$ cat src/rtl/uart_rx_8n1_if.sv
// Receive-side output bundle of uart_rx_8n1: byte, strobes and busy flag.
// o_parity_err exists only when UART_RX_PARITY_EN is defined.
interface uart_rx_8n1_if;
  logic       o_rx_byte_rdy;
  logic [7:0] o_rx_byte;
  logic       o_frame_err;
  logic       o_busy;
`ifdef UART_RX_PARITY_EN
  logic       o_parity_err;
`endif

  modport master (
    output o_rx_byte_rdy,
    output o_rx_byte,
    output o_frame_err,
`ifdef UART_RX_PARITY_EN
    output o_parity_err,
`endif
    output o_busy
  );

  modport slave (
    input o_rx_byte_rdy,
    input o_rx_byte,
    input o_frame_err,
`ifdef UART_RX_PARITY_EN
    input o_parity_err,
`endif
    input o_busy
  );
endinterface

$ cat src/rtl/uart_rx_8n1.sv
// 8N1 UART receiver, oversampled by i_clk, with mid-bit sampling and framing-error detect.
// Defining UART_RX_PARITY_EN adds an even-parity bit before the stop bit and o_parity_err.
module uart_rx_8n1 #(
  parameter int unsigned CLKS_PER_BIT = 868
) (
  input  logic          i_clk,
  input  logic          i_rst_n,
  input  logic          i_rx,
  uart_rx_8n1_if.master rx_if
);

  localparam int unsigned CntW = $clog2(CLKS_PER_BIT);
  localparam logic [CntW-1:0] CntLast = CntW'(CLKS_PER_BIT - 1);
  localparam logic [CntW-1:0] CntHalf = CntW'(CLKS_PER_BIT / 2 - 1);

  typedef enum logic [2:0] {
    StIdle,
    StStart,
    StData,
    StStop,
`ifdef UART_RX_PARITY_EN
    StParity,
`endif
    StWaitIdle
  } state_e;

  logic            r_rx_meta, r_rx_s;
  state_e          r_state, w_state_d;
  logic [CntW-1:0] r_cnt, w_cnt_d;
  logic [2:0]      r_idx, w_idx_d;
  logic [7:0]      r_shift, w_shift_d;
  logic [7:0]      r_byte, w_byte_d;
  logic            r_rdy, w_rdy_d;
  logic            r_ferr, w_ferr_d;
`ifdef UART_RX_PARITY_EN
  logic            r_par, w_par_d;
  logic            r_perr, w_perr_d;
`endif

  always_ff @(posedge i_clk or negedge i_rst_n) begin
    if (!i_rst_n) begin
      r_rx_meta <= 1'b1;
      r_rx_s    <= 1'b1;
      r_state   <= StIdle;
      r_cnt     <= '0;
      r_idx     <= '0;
      r_shift   <= '0;
      r_byte    <= '0;
      r_rdy     <= 1'b0;
      r_ferr    <= 1'b0;
`ifdef UART_RX_PARITY_EN
      r_par     <= 1'b0;
      r_perr    <= 1'b0;
`endif
    end else begin
      r_rx_meta <= i_rx;
      r_rx_s    <= r_rx_meta;
      r_state   <= w_state_d;
      r_cnt     <= w_cnt_d;
      r_idx     <= w_idx_d;
      r_shift   <= w_shift_d;
      r_byte    <= w_byte_d;
      r_rdy     <= w_rdy_d;
      r_ferr    <= w_ferr_d;
`ifdef UART_RX_PARITY_EN
      r_par     <= w_par_d;
      r_perr    <= w_perr_d;
`endif
    end
  end

  always_comb begin
    w_state_d = r_state;
    w_cnt_d   = r_cnt + CntW'(1);
    w_idx_d   = r_idx;
    w_shift_d = r_shift;
    w_byte_d  = r_byte;
    w_rdy_d   = 1'b0;
    w_ferr_d  = 1'b0;
`ifdef UART_RX_PARITY_EN
    w_par_d   = r_par;
    w_perr_d  = 1'b0;
`endif
    unique case (r_state)
      StIdle: begin
        w_cnt_d = '0;
        if (!r_rx_s) w_state_d = StStart;
      end
      StStart: begin
        // Re-check the line half a bit in so short glitches do not start a frame.
        if (r_cnt == CntHalf) begin
          w_cnt_d   = '0;
          w_idx_d   = '0;
          w_state_d = r_rx_s ? StIdle : StData;
        end
      end
      StData: begin
        if (r_cnt == CntLast) begin
          w_cnt_d          = '0;
          w_shift_d[r_idx] = r_rx_s;
          w_idx_d          = r_idx + 3'd1;
`ifdef UART_RX_PARITY_EN
          if (r_idx == 3'd7) w_state_d = StParity;
`else
          if (r_idx == 3'd7) w_state_d = StStop;
`endif
        end
      end
`ifdef UART_RX_PARITY_EN
      StParity: begin
        if (r_cnt == CntLast) begin
          w_cnt_d   = '0;
          w_par_d   = r_rx_s;
          w_state_d = StStop;
        end
      end
`endif
      StStop: begin
        if (r_cnt == CntLast) begin
          w_cnt_d = '0;
          if (r_rx_s) begin
            w_byte_d  = r_shift;
            w_rdy_d   = 1'b1;
`ifdef UART_RX_PARITY_EN
            w_perr_d  = ^{r_shift, r_par};
`endif
            w_state_d = StIdle;
          end else begin
            w_ferr_d  = 1'b1;
            w_state_d = StWaitIdle;
          end
        end
      end
      StWaitIdle: begin
        // Hold off until the line returns high so a break is not decoded as 0x00 frames.
        w_cnt_d = '0;
        if (r_rx_s) w_state_d = StIdle;
      end
      default: begin
        w_cnt_d   = '0;
        w_state_d = StIdle;
      end
    endcase
  end

  assign rx_if.o_rx_byte_rdy = r_rdy;
  assign rx_if.o_rx_byte     = r_byte;
  assign rx_if.o_frame_err   = r_ferr;
  assign rx_if.o_busy        = (r_state != StIdle);
`ifdef UART_RX_PARITY_EN
  assign rx_if.o_parity_err  = r_perr;
`endif

endmodule
$ cat src/flat_wrapper.sv
// flat-port wrapper written by rule: the top's interface ports become plain ports
module uart_rx_8n1_flat 
#(
  parameter int unsigned CLKS_PER_BIT = 868
)
  (i_clk, i_rst_n, i_rx, rx_if_o_rx_byte_rdy, rx_if_o_rx_byte, rx_if_o_frame_err, rx_if_o_busy);
  uart_rx_8n1_if rx_if_i ();
  input  logic i_clk;
  input  logic i_rst_n;
  input  logic i_rx;
  output wire logic [$bits(rx_if_i.o_rx_byte_rdy)-1:0] rx_if_o_rx_byte_rdy;
  output wire logic [$bits(rx_if_i.o_rx_byte)-1:0] rx_if_o_rx_byte;
  output wire logic [$bits(rx_if_i.o_frame_err)-1:0] rx_if_o_frame_err;
  output wire logic [$bits(rx_if_i.o_busy)-1:0] rx_if_o_busy;
  assign rx_if_o_rx_byte_rdy = rx_if_i.o_rx_byte_rdy;
  assign rx_if_o_rx_byte = rx_if_i.o_rx_byte;
  assign rx_if_o_frame_err = rx_if_i.o_frame_err;
  assign rx_if_o_busy = rx_if_i.o_busy;
  uart_rx_8n1 #(.CLKS_PER_BIT(CLKS_PER_BIT)) u_core (.i_clk(i_clk), .i_rst_n(i_rst_n), .i_rx(i_rx), .rx_if(rx_if_i));
endmodule
$ cat config.mk
export PLATFORM = sky130hd
export DESIGN_NAME = uart_rx_8n1_flat
export DESIGN_NICKNAME = d
export VERILOG_FILES = /design/src/rtl/uart_rx_8n1_if.sv /design/src/rtl/uart_rx_8n1.sv /design/src/flat_wrapper.sv
export SDC_FILE = /design/constraint.sdc
export NUM_CORES = 1
export LEC_CHECK = 0
export ABC_AREA = 1
export BUFFER_PORTS_ARGS = -buffer_cell sky130_fd_sc_hd__buf_2
export CAP_MARGIN = 20
export CORE_MARGIN = 10
export CORE_UTILIZATION = 39
export CTS_CLUSTER_SIZE = 16
export DETAILED_ROUTE_END_ITERATION = 8
export PLACE_DENSITY = 0.58
export SYNTH_ARGS = -nofsm -noshare
export SYNTH_HDL_FRONTEND = slang
export SYNTH_SLANG_ARGS = --single-unit
$ cat constraint.sdc
create_clock -name i_clk -period 1.4 [get_ports i_clk]
set_input_delay 0.14 -clock i_clk [delete_from_list [all_inputs] [get_ports i_clk]]
set_output_delay 0.14 -clock i_clk [all_outputs]
set_load 0.02 [all_outputs]
After elaboration in Yosys (flattened, before gate mapping)
Index checks and enable logic that the tools add are counted.
{ "totals": {"register_bits": 36, "input_bits": 3, "output_inout_bits": 11, "word_cells": 59} }
{ "classes": {"addsub": 2, "magnitude_cmp": 2, "n_eq_ne": 13, "n_mux": 24, "n_reduce_logical": 9} }
{ "ops": {"columns": ["cell", "count"], "rows": [
  ["two-way mux 3 bit", 9],
  ["two-way mux 10 bit", 2],
  ["case mux 10 bit (2 select lines)", 1],
  ["case mux 3 bit (5 select lines)", 1],
  ["adder 10 x 1 -> 10 bit (second input constant)", 1],
  ["== test 10 bit (second input constant)", 1],
  ["== test 10 x 9 -> 1 bit (second input constant)", 1],
  ["!= test 2 x 1 -> 1 bit (second input constant)", 5],
  ["bitwise mux 8 bit", 1],
  ["two-way mux 1 bit", 7],
  ["== test 3 x 2 -> 1 bit (second input constant)", 2],
  ["== test 3 bit (second input constant)", 2],
  ["case mux 3 bit (2 select lines)", 1],
  ["AND reduction 3 bit", 2],
  ["AND reduction 6 bit", 1],
  ["less-than comparator 3 x 4 -> 1 bit (second input constant)", 1],
  ["adder 3 x 1 -> 3 bit (second input constant)", 1],
  ["demux 1 bit (select 3 bit)", 1],
  ["== test 3 x 1 -> 1 bit (second input constant)", 1],
  [">= comparator 3 x 1 -> 1 bit (second input constant)", 1],
  ["zero test 3 bit", 1],
  ["nonzero test 3 bit", 1],
  ["two-way mux 2 bit", 1],
  ["!= test 2 bit (second input constant)", 1],
  ["4 further kinds", 4]
]} }

Depth between registers and ports, before layout
Gate-level depths: netlist (run 1).
{ "depth": {"word_depth": 5, "depth_mapped": 9, "depth_no_buf": 9} }

Worst setup path after synthesis (run 1)
No wires, ideal clock.
{ "synth_timing": {"path_type": "register to register", "from": "register u_core.r_cnt[0]", "to": "register u_core.r_byte[0], in the netlist u_core.rx_if.o_rx_byte[0]", "setup_ps": 116, "arrival_ps": 1241, "required_ps": 1284, "slack_ps": 43, "stages_incl_launch_ff": 9, "n_path_buf": 1, "period_less_slack_ps": 1357, "path_cell_list": "dfrtp_1 ha_1 inv_1 nor2_1 nand4_2 nand2b_4 buf_6 nand2_1 nand2_1"} }
{ "synth_via": {"elab_chain_len": 2} }
{ "synth_lines": {"columns": ["item", "line_no", "rtl"], "rows": [
  ["start: declaration", "uart_rx_8n1.sv:29", "logic [CntW-1:0] r_cnt, w_cnt_d;"],
  ["start signal: assignment", "uart_rx_8n1.sv:59", "r_cnt <= w_cnt_d;"],
  ["== test 10 bit", "uart_rx_8n1.sv:119", "if (r_cnt == CntLast) begin"],
  ["AND reduction 3 bit (no source line)", null, null],
  ["end signal: assignment", "uart_rx_8n1.sv:62", "r_byte <= w_byte_d;"],
  ["end: declaration", "uart_rx_8n1.sv:32", "logic [7:0] r_byte, w_byte_d;"]
]} }
Every way passes these cells.
A chain may end at the register's enable or synchronous reset.

Worst setup path after layout (run 1)
{ "layout_timing": {"from": "register u_core.r_cnt[0]", "to": "register u_core.r_byte[1], in the netlist u_core.rx_if.o_rx_byte[1]"} }
Same word-level chain as after synthesis.

==> results.md, run 1 <==
* Multiplexer share of the synthesized area at 0
* Number of flops mapped to enable cells by yosys at 0
* Num CTS Buffers at 5
* Routed wire length at 3830 µm
* Post-synthesis simple-gate area fraction at 0.375
* Initial DRC Count at 140
* Worst path cell trace: ha_4 -> inv_2 -> nor2_4 -> nand4_4 -> nand2b_4 -> clkinv_8 -> nand2_1 -> nand2_1
* Placed instance area at 2060 µm²
* Max-cap violations at 0
* Asr flop ratio synth at 1.00
* Core area at 4440 µm²
* Port Buffer Count at 13
* Routed len/inst at 12.0 µm
* Final Cell Area at 2380 µm²
* Synthesized area per cell at 8.06 µm²
* Final Hold Fails at 0
* Yosys Warn Count at 0
* Worst Setup EP: u_core.rx_if.o_rx_byte[1]
* Cell Area, Synth at 1830 µm²
* I/O pins at 14
* Place WS at -0.0576 ns
* Seq/Total Area, Yosys at 0.494
* Status: finished, violations left
* Worst r2r src: u_core.r_cnt[0]
* Slew @ Worst Pin at 0.405 ns
* Final worst slack at -0.0165 ns
* Cell with the most instances after synthesis: nand2_1
* Endpoints failing setup at 12
* Main combinational cell family by area after synthesis: simple AND/OR/NAND/NOR gates
* Clock Root Buffer: clkbuf_8
* Synth top cells by count: 80 x nand2_1, 34 x dfrtp_1, 33 x nor2_1, 20 x nand4_1, 19 x inv_1
* Worst skew pair latency at 0.28 ns
* Setup slack, reg-to-reg at -0.02 ns
* Post-synth top area share at 0.465
* Crit path DAT at 1.64 ns
* Final Util at 0.535
* Antenna Nets Post-Route at 0
* Slew margin rel. at 0.730
* Static Leak at 1.21 nW
* Drt pass-1 iters at 4
* Die H at 88.5 µm
* #FFs+latches synth at 36
* Gr usage total at 0.103
* Slowest stage delay, CP at 0.44 ns
* Crit path kind: flip-flop to flip-flop
* Clk slew on worst S/H paths at 0.07 ns
* Layout cell share with drive strength beyond 1 at 0.302
* Fin. max-slew vios at 0
* Via count at 1538
* CP Data Required Time at 1.62 ns
* CP Launch Type: flip-flop
* Post-synthesis adder-cell area fraction at 0.0274
* Worst hold margin at 0.314 ns
* Nature of the critical path endpoint: flip-flop
* Cell accounting for the most synthesized area: dfrtp_1
* Most common cell on crit path: nand2_1
* Dominant cells by area after synthesis: dfrtp_1 47%, nand2_1 16%, nand4_1 6.8%
* Crit-path max FO at 9
* RD Place Congestion at 0.831
* Crit-path slowest cell: dfrtp_2
* Worst hold path class: input port to async pin
* Setup tns final at -0.0917 ns
* First-pass GRT wire length at 6460 µm
* Total grt overflow at 0
* Die Area at 7830 µm²
* Vias in the first global route at 1421
* Clock tree buffer depth at 2
* Worst-case reg-to-reg path depth at 8
* Setup crit start: u_core.r_cnt[0]
* Max Fclk at 706 MHz
* R2r endpoint: u_core.rx_if.o_rx_byte[1]
* Fin crit share at 1.01
* Initial antenna violation count at 0
* Synth Instances at 227
* # H-tree levels at 2
* Unique masters post-synth at 25
* DRC Markers at 0
* Post-DP HPWL at 2630 µm
* Mapped Nets at 234
* Failing checks: setup timing
* Clock Sink Count at 36
* Ys flop type: dfrtp_1
* Initial core utilization at 0.412
* Largest net degree at the start of global routing at 21
* Crit path time final at 1.42 ns
* Final layout net count at 274
* CTS tree: yes
* Vias per Instance at 4.81
* Xor/xnor cell area share of the yosys netlist at 0.0287
* Width of the die at 88.5 µm
* Synth Area in Compound Gates at 0.0123
* Row cnt at 24
* Synth-to-Final Area Change at 30.1%
* PwrDens at 835 nW/µm²
* Final Skew at 0.00442 ns
* N_diodes at 0
* Peak supply drop at 455 µV
* RSZ-0062 raised after global routing: yes
==> final cells by class <==
class                   instances  area, µm²
clock buffers                   5       68.8
repair buffers                 34        258
well taps                      52       65.1
inverters                      22        100
multi-input cells             167        931
repair inverters                1       7.51
fillers                       420       2060
clock inverters                 3       42.5
flip-flops and latches         36        907
==> how the worst min path moves through the flow <==
stage                                end  cells after the start  startpoint  slack [ns]
3_3_place_gp           u_core.r_state[2]                      1     i_rst_n         0.1
5_1_grt        u_core.rx_if.o_rx_byte[4]                      2     i_rst_n        0.35
6_report       u_core.rx_if.o_rx_byte[2]                      2     i_rst_n        0.31
3_5_place_dp           u_core.r_state[2]                      1     i_rst_n        0.09
4_1_cts        u_core.rx_if.o_rx_byte[4]                      2     i_rst_n        0.33
2_1_floorplan            u_core.r_cnt[0]                      0     i_rst_n       -0.16
==> flip-flops by register name, indices dropped and copies added (netlist names) <==
| name | flops |
|---|---|
| u_core.r_cnt | 10 |
| u_core.r_shift | 8 |
| u_core.rx_if.o_rx_byte | 8 |
| u_core.r_idx | 3 |
| u_core.r_state | 3 |
| u_core.r_rx_meta | 1 |
| u_core.r_rx_s | 1 |
| u_core.rx_if.o_frame_err | 1 |
| u_core.rx_if.o_rx_byte_rdy | 1 |
==> routing by layer <==
| metal | part of all wire | vias up | GRT usage |
|---|---|---|---|
| li1 | - | 807 | - |
| met1 | 0.50 | 696 | 0.139 |
| met2 | 0.44 | 31 | 0.149 |
| met3 | 0.048 | 4 | 0.0267 |
| met4 | 0.0073 | 0 | 0.0485 |
| met5 | 0 | - | 0 |
==> logic make-up after synthesis <==
family	Yosys count
simple gates	152
flops	36
buf+inv	25
xor+xnor	6
compound gates	4
fa+ha+maj	4
==> timing repair <==
action                                  in CTS  in global routing
hold buffers                                 2                  0
endpoints found under the setup margin      29                 34
gates cloned                                 1                  1
setup buffers                                1                  4
resized for setup                            4                 38
endpoints found under the hold margin       17                  0
pin swaps                                    2                 24
==> metrics by stage <==
step,cells,total power [mW]
finish,320,1.99
CTS,315,2.02
global route,320,2.07
detailed placement,303,1.11
global placement,303,1.11
floorplan,227,1.07
==> report_power, final <==
group	internal (mW)	switching, mW	leakage, nW
combinational	0.0140	0.0267	0.676
sequential	1.04	0.00245	0.478
clock	0.527	0.372	0.0541
total	1.59	0.401	1.21
==> placed cells by master (no fill, tap or decap), types with 5 or more instances in the layout <==
cell type and count:
nand2_1 75, dfrtp_1 31, nor2_1 23, nand4_1 20, inv_1 15, buf_4 15, buf_2 12, nor2_2 9
nand3_1 7, xor2_1 5, nor2_4 5, clkbuf_8 5
==> critical path, delay by kind of cell (launching register included) <==
kind / cells / cell delay (ns)
buffers and inverters: 2 / 0.13
adders and majority gates: 1 / 0.18
DFF: 1 / 0.44
and+or+nand+nor: 5 / 0.60
No activity file was read; power rests on OpenSTA's default activity.
==> run 2: changes to the inputs <==
Settings changed: CORE_ASPECT_RATIO set to 1.75, CORE_MARGIN 10 to not set.
==> run 2 against run 1 <==
  * The flow now finishes without violations
  * Clock skew up 0.00067 ns
  * Total power down 5.0%
  * Sequential share of layout area up 0.16 points
  * Hold slack better by 0.043 ns
  * Critical path depth up 1
  * Combinational power down 10%
  * Via count up 4.1%
  * Largest power group unchanged
  * Highest routed layer unchanged
==> results.md, run 2 (synthesis results as in run 1) <==
* Status: finished, final reports clean
* Hold EP: u_core.r_rx_s
* Final Hold Fails at 0 (unchanged)
* Via count at 1601 (+4.1%)
* Num CTS Buffers at 5 (unchanged)
* DRC Markers at 0 (unchanged)
* Worst path cell trace: inv_1 -> ha_2 -> nand2_1 -> nor2_1 -> nand3_1 -> nand2_2 -> nand3_1 -> nand2_1 -> nand2_1
* Static Leak at 1.25 nW (+3.1%)
* Port Buffer Count at 13 (unchanged)
* WP buf/inv at 1 (-1)
* Crit-path max FO at 5 (-4)
* Clock Sink Count at 36 (unchanged)
* Slew margin rel. at 0.704 (-0.0261)
* Hold Path Stages at 0
* Synth-to-Final Area Change at 29.5%
* Clock Root Buffer: clkbuf_8
* Largest net degree at the start of global routing at 37 (+76%)
* Crit path kind: flip-flop to flip-flop
* Worst hold path class: flip-flop to flip-flop
* Gr usage total at 0.180 (+0.0772)
* Post-DP HPWL at 2720 µm (+3.6%)
* Clk slew on worst S/H paths at 0.07 ns (about the same)
* Initial core utilization at 0.412 (unchanged)
* Drt pass-1 iters at 4 (unchanged)
* R2r endpoint: u_core.r_state[1]
* Layout cell share with drive strength beyond 1 at 0.324 (+0.0213)
* # H-tree levels at 2 (unchanged)
* Max reg flops at 10 (unchanged)
* Setup slack, reg-to-reg at 0.004 ns (+0.02 ns)
* Antenna Nets Post-Route at 0 (unchanged)
* Initial DRC Count at 30 (-79%)
* First-pass GRT wire length at 6540 µm (+1.3%)
* Non-Filler Instances at 323 (+0.94%)
* PwrDens at 796 nW/µm² (-4.6%)
* Worst-case reg-to-reg path depth at 9 (+1)
* Initial antenna violation count at 0 (unchanged)
* Most frequent cells in the layout: 67 x nand2_1, 31 x dfrtp_1, 25 x nor2_1
* Final layout net count at 278 (+1.5%)
* Die H at 92.6 µm (+4.7%)
* Routed wire length at 3910 µm (+2.1%)
* RD Place Congestion at 0.821 (-1.2%)
* Crit path DAT at 1.57 ns (-0.07 ns)
* CP top delay family: simple AND/OR/NAND/NOR gates
* Die Area at 4980 µm² (-36%)
* Worst r2r src: u_core.r_cnt[1]
* Largest register by flop count: u_core.r_cnt
* Commonest non-fill, non-tap cell in the layout: nand2_1
* Vias in the first global route at 1531 (+7.7%)
* Max Fclk at 716 MHz (+1.5%)
* CTS tree: yes
* I/O pins at 14 (unchanged)
* Peak supply drop at 641 µV (+41%)
* Max-cap violations at 0 (unchanged)
* Crit path time final at 1.40 ns (-0.0205 ns)
* Nature of the critical path endpoint: flip-flop
* Most common cell on crit path: nand2_1
* Worst hold margin at 0.356 ns (+0.0427 ns)
* Fin crit share at 0.997 (-0.0146)
* Crit-path slowest cell: dfrtp_1
* Placed Instances at 303 (unchanged)
* Fin. max-slew vios at 0 (unchanged)
* Clock tree buffer depth at 2 (unchanged)
* RSZ-0062 raised after global routing: yes
* N_diodes at 0 (unchanged)
* Routed len/inst at 12.1 µm (+1.1%)
* Hold Startpoint: u_core.r_rx_meta
* Slew @ Worst Pin at 0.444 ns (+0.0391 ns)
* CP Launch Type: flip-flop
* Slowest stage delay, CP at 0.42 ns (-0.02 ns)
* Core area at 4440 µm² (unchanged)
* Vias per Instance at 4.96 (+3.1%)
* Final Skew at 0.00509 ns (+0.000669 ns)
* Row cnt at 32 (+33%)
* Total grt overflow at 0 (unchanged)
* Endpoints failing setup at 0 (-12)
* Width of the die at 53.8 µm (-39%)
* Worst skew pair latency at 0.28 ns (about the same)
* CP Data Required Time at 1.58 ns (-0.04 ns)
## run 2: changes by cell type in the layout (fill, tap and decap cells not counted), sizes merged
| cell | delta |
|---|---|
| bufinv | -1 |
| clkbuf | +3 |
| buf | +3 |
| clkinvlp | -1 |
## run 2: layout make-up
cell class / count / area (µm²)
inverters: 22 / 100
clock buffers: 8 / 100
repair buffers: 37 / 262
well taps: 51 / 63.8
flip-flops and latches: 36 / 907
multi-input cells: 167 / 921
fillers: 438 / 2070
repair inverters: 2 / 16.3
## run 2: worst max-delay path by stage
stage / startpoint / endpoint / cells after the start
floorplan: u_core.r_cnt[0] / u_core.rx_if.o_rx_byte[0] / 8
global placement: u_core.r_cnt[0] / u_core.r_idx[2] / 8
detailed placement: u_core.r_cnt[0] / u_core.r_idx[1] / 8
CTS: u_core.r_idx[0] / u_core.r_state[1] / 8
global route: u_core.r_idx[0] / u_core.r_state[1] / 8
finish: u_core.r_cnt[1] / u_core.r_state[1] / 9
## run 2: what timing repair did
item                                    CTS  global route
hold buffers                              2             0
pin swaps                                 2             7
buffers inserted                          1             6
resized for setup                         9            34
endpoints found under the hold margin    35             0
gates cloned                              1             2
endpoints found under the setup margin   29            33
## run 2: power breakdown
group	switching, mW	total [mW]	internal [mW]
Sequential	0.00262	1.05	1.05
Combinational	0.0263	0.0366	0.0103
Clock	0.353	0.802	0.449
Total	0.382	1.89	1.50
## run 2: metrics by stage
stage | utilization | total power, mW | area (µm²) | TNS, ns | setup slack [ns]
6_report | 0.533 | 1.89 | 2370 | 0 | 0.00392
5_1_grt | 0.533 | 1.98 | 2370 | -0.848 | -0.0706
4_1_cts | 0.500 | 1.92 | 2220 | 0 | 0.0122
3_5_place_dp | 0.461 | 1.10 | 2050 | -0.732 | -0.0709
3_3_place_gp | 0.461 | 1.10 | 2050 | -0.532 | -0.0571
2_1_floorplan | - | 1.07 | 1830 | 0 | 0.0425
## run 2: per-layer routing
layer,GRT usage,wire length (µm),vias up
met3,0.0345,83,6
met4,0.0724,69,0
met5,0,0,-
met1,0.177,1440,758
li1,-,-,817
met2,0.338,2320,20
